[config.mk]
export PLATFORM = sky130hd
export DESIGN_NAME = ram_bus_ctrl
export DESIGN_NICKNAME = d
export VERILOG_FILES = /design/src/rtl/ram_bus_ctrl_pkg.sv /design/src/rtl/ram_bus_ctrl_load_extend.sv /design/src/rtl/ram_bus_ctrl.sv
export SDC_FILE = /design/constraint.sdc
export NUM_CORES = 1
export LEC_CHECK = 0
export ABC_AREA = 1
export CORE_MARGIN = 2
export CORE_UTILIZATION = 53
export DETAILED_ROUTE_END_ITERATION = 8
export DONT_BUFFER_PORTS = 1
export MAX_ROUTING_LAYER = met4
export PLACE_DENSITY = 0.66
export SLEW_MARGIN = 0
export SYNTH_ARGS = -nofsm -noshare
export SYNTH_HDL_FRONTEND = slang
export SYNTH_SLANG_ARGS = --single-unit
export TNS_END_PERCENT = 30
[constraint.sdc]
create_clock -name clk_in -period 2.55 [get_ports clk_in]
set_input_delay 0.6375 -clock clk_in [delete_from_list [all_inputs] [get_ports clk_in]]
set_output_delay 0.6375 -clock clk_in [all_outputs]
set_load 0.02 [all_outputs]
[src/rtl/ram_bus_ctrl_pkg.sv]
// ram_bus_ctrl_pkg
//   Shared widths, load/store type codes, controller state codes and the
//   debug view used by the RAM bus controller and its load extender.
package ram_bus_ctrl_pkg;

  localparam int INSTRUCTION_WIDTH = 32;
  localparam int ROB_WIDTH         = 4;
  localparam int INST_TYPE_WIDTH   = 4;

  // Load / store type codes (one code space shared by both paths).
  localparam logic [INST_TYPE_WIDTH-1:0] LB  = 4'd0;
  localparam logic [INST_TYPE_WIDTH-1:0] LH  = 4'd1;
  localparam logic [INST_TYPE_WIDTH-1:0] LW  = 4'd2;
  localparam logic [INST_TYPE_WIDTH-1:0] LBU = 4'd3;
  localparam logic [INST_TYPE_WIDTH-1:0] LHU = 4'd4;
  localparam logic [INST_TYPE_WIDTH-1:0] SB  = 4'd5;
  localparam logic [INST_TYPE_WIDTH-1:0] SH  = 4'd6;
  localparam logic [INST_TYPE_WIDTH-1:0] SW  = 4'd7;

  localparam logic ENABLE  = 1'b1;
  localparam logic DISABLE = 1'b0;
  localparam logic [INSTRUCTION_WIDTH-1:0] NULL = '0;

  typedef enum logic [1:0] {
    MEMCTRL_IDLE  = 2'd0,
    MEMCTRL_LOAD  = 2'd1,
    MEMCTRL_STORE = 2'd2
  } memctrl_state_e;

  // Debug view of the controller: FSM state, byte counter and latched tag.
  typedef struct packed {
    memctrl_state_e       state;
    logic [2:0]           byte_cnt;
    logic [ROB_WIDTH-1:0] dest;
  } memctrl_dbg_t;

  // Number of bytes moved for a given load/store type.
  function automatic logic [2:0] access_len(input logic [INST_TYPE_WIDTH-1:0] t);
    logic [2:0] n;
    case (t)
      LB, LBU, SB: n = 3'd1;
      LH, LHU, SH: n = 3'd2;
      default:     n = 3'd4;
    endcase
    return n;
  endfunction

endpackage

[src/rtl/ram_bus_ctrl_load_extend.sv]
// load_extend
//   Combinational sign/zero extension of an assembled little-endian load word.
//   Ports:
//     word_in      : assembled bytes, byte 0 in [7:0]
//     inst_type_in : LB, LH, LW, LBU or LHU
//     data_out     : extended result
module load_extend
  import ram_bus_ctrl_pkg::*;
(
  input  logic [INSTRUCTION_WIDTH-1:0] word_in,
  input  logic [INST_TYPE_WIDTH-1:0]   inst_type_in,
  output logic [INSTRUCTION_WIDTH-1:0] data_out
);

  always_comb begin
    data_out = word_in;
    case (inst_type_in)
      LB:      data_out = {{24{word_in[7]}}, word_in[7:0]};
      LH:      data_out = {{16{word_in[15]}}, word_in[15:0]};
      LBU:     data_out = {24'h000000, word_in[7:0]};
      LHU:     data_out = {16'h0000, word_in[15:0]};
      default: data_out = word_in;
    endcase
  end

endmodule

[src/rtl/ram_bus_ctrl.sv]
// ram_bus_ctrl
//   Responder for load-buffer loads and ROB committed stores. Each access is
//   broken into byte cycles on a single-port 8-bit RAM (read data arrives the
//   cycle after its address). Load results come back extended with a
//   one-cycle pulse; stores pulse done after their last byte is written.
//   Ports:
//     clk_in, rst_in (sync, active-high), rdy_in (low = freeze everything)
//     rob_flush_in                 : mispredict flush (aborts loads only)
//     lbuffer_*                    : load request / ready / result pulse
//     rob_store_*                  : store request / ready / done pulse
//     io_buffer_full_in            : stalls stores into the I/O region
//     mem_din/mem_dout/mem_a/mem_wr: RAM pins
//     dbg_out                      : FSM state, byte counter and tag
//
//   Handshake: a request transfers at a rising edge where its en input and
//   the matching rdy output are both high (and rdy_in is high). Requests are
//   only taken in IDLE; store wins when both are offered. The result and done
//   outputs are single-cycle pulses with no back-pressure.
module ram_bus_ctrl
  import ram_bus_ctrl_pkg::*;
#(
  parameter logic [1:0] IO_ADDR_HI = 2'b11
) (
  input  logic                         clk_in,
  input  logic                         rst_in,
  input  logic                         rdy_in,
  input  logic                         rob_flush_in,
  input  logic                         lbuffer_en_in,
  input  logic [INSTRUCTION_WIDTH-1:0] lbuffer_A_in,
  input  logic [ROB_WIDTH-1:0]         lbuffer_dest_in,
  input  logic [INST_TYPE_WIDTH-1:0]   lbuffer_inst_type_in,
  output logic                         lbuffer_rdy_out,
  output logic                         lbuffer_data_en_out,
  output logic [INSTRUCTION_WIDTH-1:0] lbuffer_data_out,
  input  logic                         rob_store_en_in,
  input  logic [INSTRUCTION_WIDTH-1:0] rob_store_A_in,
  input  logic [INSTRUCTION_WIDTH-1:0] rob_store_data_in,
  input  logic [INST_TYPE_WIDTH-1:0]   rob_store_inst_type_in,
  output logic                         rob_store_rdy_out,
  output logic                         rob_store_done_out,
  input  logic                         io_buffer_full_in,
  input  logic [7:0]                   mem_din,
  output logic [7:0]                   mem_dout,
  output logic [31:0]                  mem_a,
  output logic                         mem_wr,
  output memctrl_dbg_t                 dbg_out
);

  memctrl_state_e state_q, state_d;

  // cnt_q: cycle index since acceptance. For stores it equals the byte being
  // written; for loads byte cnt_q-1 is on mem_din at the end of cycle cnt_q.
  logic [2:0]                   cnt_q;
  logic [2:0]                   len_q;
  logic [INST_TYPE_WIDTH-1:0]   type_q;
  logic [ROB_WIDTH-1:0]         dest_q;
  logic                         io_q;      // store targets the I/O region
  logic [23:0]                  sdata_q;   // store bytes not yet presented
  logic [INSTRUCTION_WIDTH-1:0] word_q;    // load bytes gathered so far
  logic [INSTRUCTION_WIDTH-1:0] word_next;
  logic [INSTRUCTION_WIDTH-1:0] ext_data;

  logic accept_store;
  logic accept_load;
  logic io_stall;
  logic load_last;
  logic store_last;

  assign accept_store = (state_q == MEMCTRL_IDLE) && rob_store_en_in && !rob_flush_in;
  assign accept_load  = (state_q == MEMCTRL_IDLE) && lbuffer_en_in && !rob_store_en_in
                        && !rob_flush_in;
  assign io_stall     = io_q && io_buffer_full_in;
  assign load_last    = (cnt_q == len_q);
  assign store_last   = (cnt_q == 3'(len_q - 3'd1));

  // ---------------------------------------------------------------- FSM
  always_ff @(posedge clk_in) begin
    if (rst_in) begin
      state_q <= MEMCTRL_IDLE;
    end else if (rdy_in) begin
      state_q <= state_d;
    end
  end

  always_comb begin
    state_d = state_q;
    case (state_q)
      MEMCTRL_IDLE: begin
        if (accept_store) begin
          state_d = MEMCTRL_STORE;
        end else if (accept_load) begin
          state_d = MEMCTRL_LOAD;
        end
      end
      MEMCTRL_LOAD: begin
        if (rob_flush_in || load_last) begin
          state_d = MEMCTRL_IDLE;
        end
      end
      MEMCTRL_STORE: begin
        // Committed stores ignore flush; only the I/O stall holds them.
        if (!io_stall && store_last) begin
          state_d = MEMCTRL_IDLE;
        end
      end
      default: state_d = MEMCTRL_IDLE;
    endcase
  end

  always_comb begin
    lbuffer_rdy_out   = (state_q == MEMCTRL_IDLE) && !rst_in && !rob_flush_in;
    rob_store_rdy_out = (state_q == MEMCTRL_IDLE) && !rst_in && !rob_flush_in;
    // Gated by rdy_in so a frozen cycle never repeats a write.
    mem_wr            = (state_q == MEMCTRL_STORE) && !io_stall && rdy_in && !rst_in;
  end

  // ------------------------------------------------------ load assembly
  // Merge the byte currently on mem_din so the final byte can be extended
  // in the same edge that raises the result pulse.
  always_comb begin
    word_next = word_q;
    case (cnt_q)
      3'd1:    word_next[7:0]   = mem_din;
      3'd2:    word_next[15:8]  = mem_din;
      3'd3:    word_next[23:16] = mem_din;
      3'd4:    word_next[31:24] = mem_din;
      default: word_next = word_q;
    endcase
  end

  load_extend u_load_extend (
    .word_in      (word_next),
    .inst_type_in (type_q),
    .data_out     (ext_data)
  );

  // ----------------------------------------------------------- datapath
  always_ff @(posedge clk_in) begin
    if (rst_in) begin
      cnt_q               <= '0;
      len_q               <= '0;
      type_q              <= '0;
      dest_q              <= '0;
      io_q                <= 1'b0;
      sdata_q             <= '0;
      word_q              <= '0;
      mem_a               <= '0;
      mem_dout            <= '0;
      lbuffer_data_out    <= '0;
      lbuffer_data_en_out <= 1'b0;
      rob_store_done_out  <= 1'b0;
    end else if (rdy_in) begin
      lbuffer_data_en_out <= 1'b0;
      rob_store_done_out  <= 1'b0;
      case (state_q)
        MEMCTRL_IDLE: begin
          if (accept_store) begin
            cnt_q    <= '0;
            len_q    <= access_len(rob_store_inst_type_in);
            type_q   <= rob_store_inst_type_in;
            io_q     <= (rob_store_A_in[17:16] == IO_ADDR_HI);
            mem_a    <= rob_store_A_in;
            mem_dout <= rob_store_data_in[7:0];
            sdata_q  <= rob_store_data_in[31:8];
          end else if (accept_load) begin
            cnt_q  <= '0;
            len_q  <= access_len(lbuffer_inst_type_in);
            type_q <= lbuffer_inst_type_in;
            dest_q <= lbuffer_dest_in;
            io_q   <= 1'b0;
            mem_a  <= lbuffer_A_in;
            word_q <= '0;
          end
        end
        MEMCTRL_LOAD: begin
          if (rob_flush_in) begin
            cnt_q <= '0;
          end else if (load_last) begin
            cnt_q               <= '0;
            lbuffer_data_out    <= ext_data;
            lbuffer_data_en_out <= 1'b1;
          end else begin
            word_q <= word_next;
            cnt_q  <= 3'(cnt_q + 3'd1);
            // Addresses stop advancing once the last byte has been issued.
            if (3'(cnt_q + 3'd1) < len_q) begin
              mem_a <= mem_a + 32'd1;
            end
          end
        end
        MEMCTRL_STORE: begin
          if (!io_stall) begin
            if (store_last) begin
              cnt_q              <= '0;
              rob_store_done_out <= 1'b1;
            end else begin
              cnt_q    <= 3'(cnt_q + 3'd1);
              mem_a    <= mem_a + 32'd1;
              mem_dout <= sdata_q[7:0];
              sdata_q  <= {8'h00, sdata_q[23:8]};
            end
          end
        end
        default: cnt_q <= '0;
      endcase
    end
  end

  assign dbg_out = '{state: state_q, byte_cnt: cnt_q, dest: dest_q};

endmodule

Word level (Yosys, flattened, before mapping). Cells that the tools add are included.

Add/sub/neg operators: 3. Reductions and logical operators: 37. Multiplexer cells: 52. Bitwise gates (word level): 2. $lt $le $gt $ge: 1. Equal/unequal tests: 33.

Operators with widths (count): 32-bit 2-to-1 mux (11); 32-bit case mux with 4 select lines (1); 32-bit case mux with 3 select lines (1); 24-bit 2-to-1 mux (3); 32-bit case mux with 2 select lines (1); 8-bit 2-to-1 mux (7); 24-bit case mux with 2 select lines (1); 32-bit by 1-bit adder with 32-bit output, second input constant (1); 4-bit by 3-bit equality test with 1-bit output, second input constant (7); 3-bit 2-to-1 mux (8); 2-bit != test, second input constant (10); 8-bit case mux with 2 select lines (1); 4-bit by 1-bit equality test with 1-bit output, second input constant (3); 4-bit by 2-bit equality test with 1-bit output, second input constant (3); 1-bit logical AND (12); 4-bit logical NOT (3); 3-bit case mux with 2 select lines (2); 4-bit AND reduction (3); 3-bit OR reduction (4); 3-bit case mux with 3 select lines (1); 1-bit 2-to-1 mux (8); 2-bit 2-to-1 mux (4); 4-bit 2-to-1 mux (2); 8-bit AND reduction (1); 20 further kinds (30).

Logic and storage cells: 141. Bits in registers: 147. Input bits: 123. Output and inout bits: 86.

Logic depth before layout (Yosys ltp).
Depth after elaboration: 7. Gate-level depth with buffers: 15. Depth with buffers taken out: 13.

Hierarchy. From an unflattened synthesis, not the netlist that was laid out.

Cells, all modules: 1397. Area total of the unflattened synthesis: 8695.8 um^2.

By module, submodules not included: ram_bus_ctrl (area an instance 8164.1 um^2, seq. area each 2942.8 um^2, times used 1, cells each 1287); load_extend (area an instance 531.8 um^2, seq. area each 0.0 um^2, times used 1, cells each 110).

Worst setup path before layout. Ideal clock, no wire load.

Path kind: input-to-output. Start point: in rst_in. End point: out rob_store_rdy_out. Data required time: 1.913 ns. Slack: 0.121 ns. Cell stages on the path: 4. Path buffers: 3. Arrival: 1.791 ns. Cells stage by stage: clkbuf_1 clkbuf_1 nor3_1 buf_4.

Word-level cells in the longest chain between the ends: 3.

Ends and longest elaborated chain: from (decl) (RTL line ram_bus_ctrl.sv:25) `input logic rst_in,`; 1-bit logical NOT; 1-bit logical AND (2 in series); to (decl) (RTL line ram_bus_ctrl.sv:39) `output logic rob_store_rdy_out,`.

No other way between the ends.

Worst setup path in the final report.
Start point: reg state_q[0]. End point: out mem_wr.

Word-level cells in the longest chain between the ends: 4.

Ends and longest elaborated chain: from (decl) (RTL line ram_bus_ctrl.sv:49) `memctrl_state_e state_q, state_d;`; from (signal assigned) (RTL line ram_bus_ctrl.sv:81) `state_q <= state_d;`; 2-bit equality test (RTL line ram_bus_ctrl.sv:114) `mem_wr = (state_q == MEMCTRL_STORE) && !io_stall && rdy_in && !rst_in;`; 1-bit logical AND (3 in series) (RTL line ram_bus_ctrl.sv:114); to (decl) (RTL line ram_bus_ctrl.sv:45) `output logic mem_wr,`.

No other way between the ends.

==> results.rst <==
.. list-table::
   :header-rows: 1

   * - Metric
     - Value
   * - HP Class
     - input pin to register
   * - Number of gates given a new drive strength after cts
     - 0
   * - CTS Buffer Depth
     - 2
   * - Share of the yosys chip area belonging to registers
     - 0.346
   * - Max-cap violation count
     - 0
   * - Full die area
     - between 15000 and 20000 µm²
   * - Count of hold buffers inserted by post-cts repair
     - 0
   * - Post-synth top cells
     - nand2_1 (440), nor2_1 (321), dfxtp_1 (147), o21ai_0 (109), inv_1 (94)
   * - Clock network latency to the later pin of the worst-skew pair
     - between 0.4 and 0.5 ns
   * - Power density cells
     - 884 nW/µm²
   * - GR Overflow Total
     - 0
   * - DP Wirelength
     - roughly 17000 µm
   * - H-tree depth reported by CTS
     - 4
   * - Post-synthesis cell count
     - 1398
   * - ANT nets after route
     - 0
   * - Share of cells above drive strength 1
     - 0.0796
   * - Wirelength, routed
     - 23200 µm
   * - Final setup vio count
     - 0
   * - Largest net degree at the start of global routing
     - approximately 100
   * - Placed Cells
     - about 1600
   * - Quantity of I/O buffers inserted on ports
     - 0
   * - Critical path class
     - register to primary output
   * - Routed wire length per instance
     - 14.4 µm
   * - Fraction of registers with async set or reset after synthesis
     - 0
   * - Height of the die
     - between 100 and 150 µm
   * - Final Skew
     - 0.0120 ns
   * - Core region area
     - 15800 µm²
   * - CP Data Required Time
     - 1.91 ns
   * - Syn_nets
     - 1534
   * - Vias in the first global route
     - 7480
   * - Final worst hold slack
     - between 0.2 and 0.3 ns
   * - Mean number of vias per cell
     - 5.22
   * - Post-CTS repair timing setup buffer count
     - 0
   * - Final-stage net count
     - between 1500 and 2000
   * - TritonCTS clock tree
     - yes
   * - Layout-stage area growth over the synthesis result
     - 9.18%
   * - Worst max-slew margin expressed relative to the limit
     - 0.549
   * - DRT Pass-1 Iters
     - 8
   * - Count of state elements after synthesis
     - 147
   * - Static leakage
     - around 4 nW
   * - CP max FO
     - 13
   * - Clock net sink count
     - 147
   * - Initial Util
     - 0.539
   * - Total number of vias
     - 8422
   * - GRT Resource Usage Total
     - 0.280
   * - Count of standard-cell rows
     - 46
   * - Min Clock Period, post-route
     - 2.32 ns
   * - Number of hold violations in the final report
     - 0
   * - Final sum of negative setup slack
     - 0 ns
   * - Clock buffers created by TritonCTS
     - 17
   * - Share of the synthesized area in the top cell type
     - 0.346
   * - Clock edge transition at the registers on the reported setup and hold paths
     - 0.06 ns
   * - Cell taking the most area after synthesis
     - dfxtp_1
   * - Master cell of the clock root buffer
     - clkbuf_16
   * - Count of routing violations after the opening detailed-route iteration
     - 591
   * - RSZ-0062 raised after global routing
     - false
   * - Average cell area after synthesis
     - 6.08 µm²
   * - Count of synthesis-stage warnings from yosys
     - 0
   * - Period Utilization, post-route
     - 0.911
   * - Top post-synthesis cells by area
     - dfxtp_1 (35%), nand2_1 (19%), nor2_1 (14%), o21ai_0 (6.4%), inv_1 (4.2%)
   * - Global-route wire length before repair
     - 36700 µm
   * - Sort of element at the start of the critical path
     - register
   * - Ys flop type
     - dfxtp_1
   * - Top-Level Pins
     - ~210
   * - Fmax
     - 430 MHz
   * - Final std cells w/o fill
     - 1612
   * - Number of flops mapped to enable cells by yosys
     - 0
   * - Die width
     - 131 µm
   * - Maximum vdd ir drop
     - 0.000524 V
   * - Number of DRC violations after detailed routing
     - 0
   * - Crit path DAT
     - 1.69 ns
   * - Unique masters post-synth
     - 36
   * - Slew of the pin with the lowest slew margin
     - around 0.68 ns
   * - Status
     - complete, no violations
   * - Most repeated cell in the gate-level netlist after synthesis
     - nand2_1
   * - Synth Cell Area
     - ~8500 µm²
   * - Design Power
     - 8.20 mW
   * - Number of pins exceeding their max-slew limit in the final report
     - 0
   * - Number of antenna violations at the first check in global routing
     - 1
   * - Critical Path Sink Type
     - primary output
   * - Final GP Congestion
     - 0.922
[critical path, cell delays in order, from the launching register on]
cell     delay, ns
dfxtp_1       0.33
inv_1         0.08
ha_1          0.24
buf_4         0.24
nand3_1       0.12
nor2_1        0.10
buf_4         0.15
[layout by cell type (no fill, tap or decap), drive strengths merged, types with 2 or more instances in the layout]
master and instances:
nand2 441, nor2 323, dfxtp 147, o21ai 113, inv 106, a21oi 67
nand3 62, buf 31, mux2 24, clkbuf 17, ha 13, nand3b 9
or2 9, nor3 7, clkinv 7, a31oi 4, nand4 3, o31ai 2
o211ai 2, clkinvlp 2
[state kept, by name (all words and copies together), names as in the netlist, 2 cells and up]
signal and flops:
cnt_q 3, dest_q 4, word_q 32, state_q 2, len_q 3, sdata_q 24, type_q 4, mem_dout 8
lbuffer_data_out 32, mem_a 32
[per-layer routing]
layer | track usage | wire (µm) | vias up | part of all wire
li1 | - | - | 4361 | -
met1 | 0.347 | 10400 | 3735 | 0.45
met2 | 0.448 | 10600 | 292 | 0.46
met3 | 0.0745 | 1770 | 34 | 0.076
met4 | 0.0876 | 435 | 0 | 0.019
met5 | - | 0 | - | 0
[path summary, 6_finish.rpt]
path               start                  end  slack [ns]  cells after the start
max           state_q[0]               mem_wr        0.23                      6
min               rst_in  lbuffer_data_out[2]        0.27                      1
max reg2reg     cnt_q[0]            mem_a[26]        0.25                     14
min reg2reg  sdata_q[23]          sdata_q[23]        0.46                      2
[cells by family after synthesis]
kind of cell	count (synthesis)	synth area share
compound gates	190	0.115
xor+xnor	2	0.00206
mux	24	0.0318
flops	147	0.346
simple gates	855	0.403
buf+inv	167	0.0828
fa+ha+maj	13	0.0191
[through the flow]
step | utilization | area [µm²] | setup WS [ns]
after detailed placement | 0.552 | 8700 | 0.260
after floorplan | - | 8500 | 0.121
after global placement | 0.552 | 8700 | 0.333
final | 0.588 | 9280 | 0.226
after global routing | 0.588 | 9280 | 0.0394
after CTS | 0.588 | 9270 | 0.213
[layout make-up]
cell class	instances	area, µm²
inverter	101	379
antenna	1	2.50
tap	216	270
multi-input combinational	1084	4850
clock buffer	17	425
fill	1649	6490
clock inverter	15	148
sequential	147	2940
timing repair buffer	31	258
[power by group]
part	switching (mW)	internal (mW)	total, mW
Sequential	0.571	2.63	3.20
Combinational	1.66	0.896	2.55
Clock	1.08	1.37	2.45
Note: power is estimated with default switching activity, not from simulation.
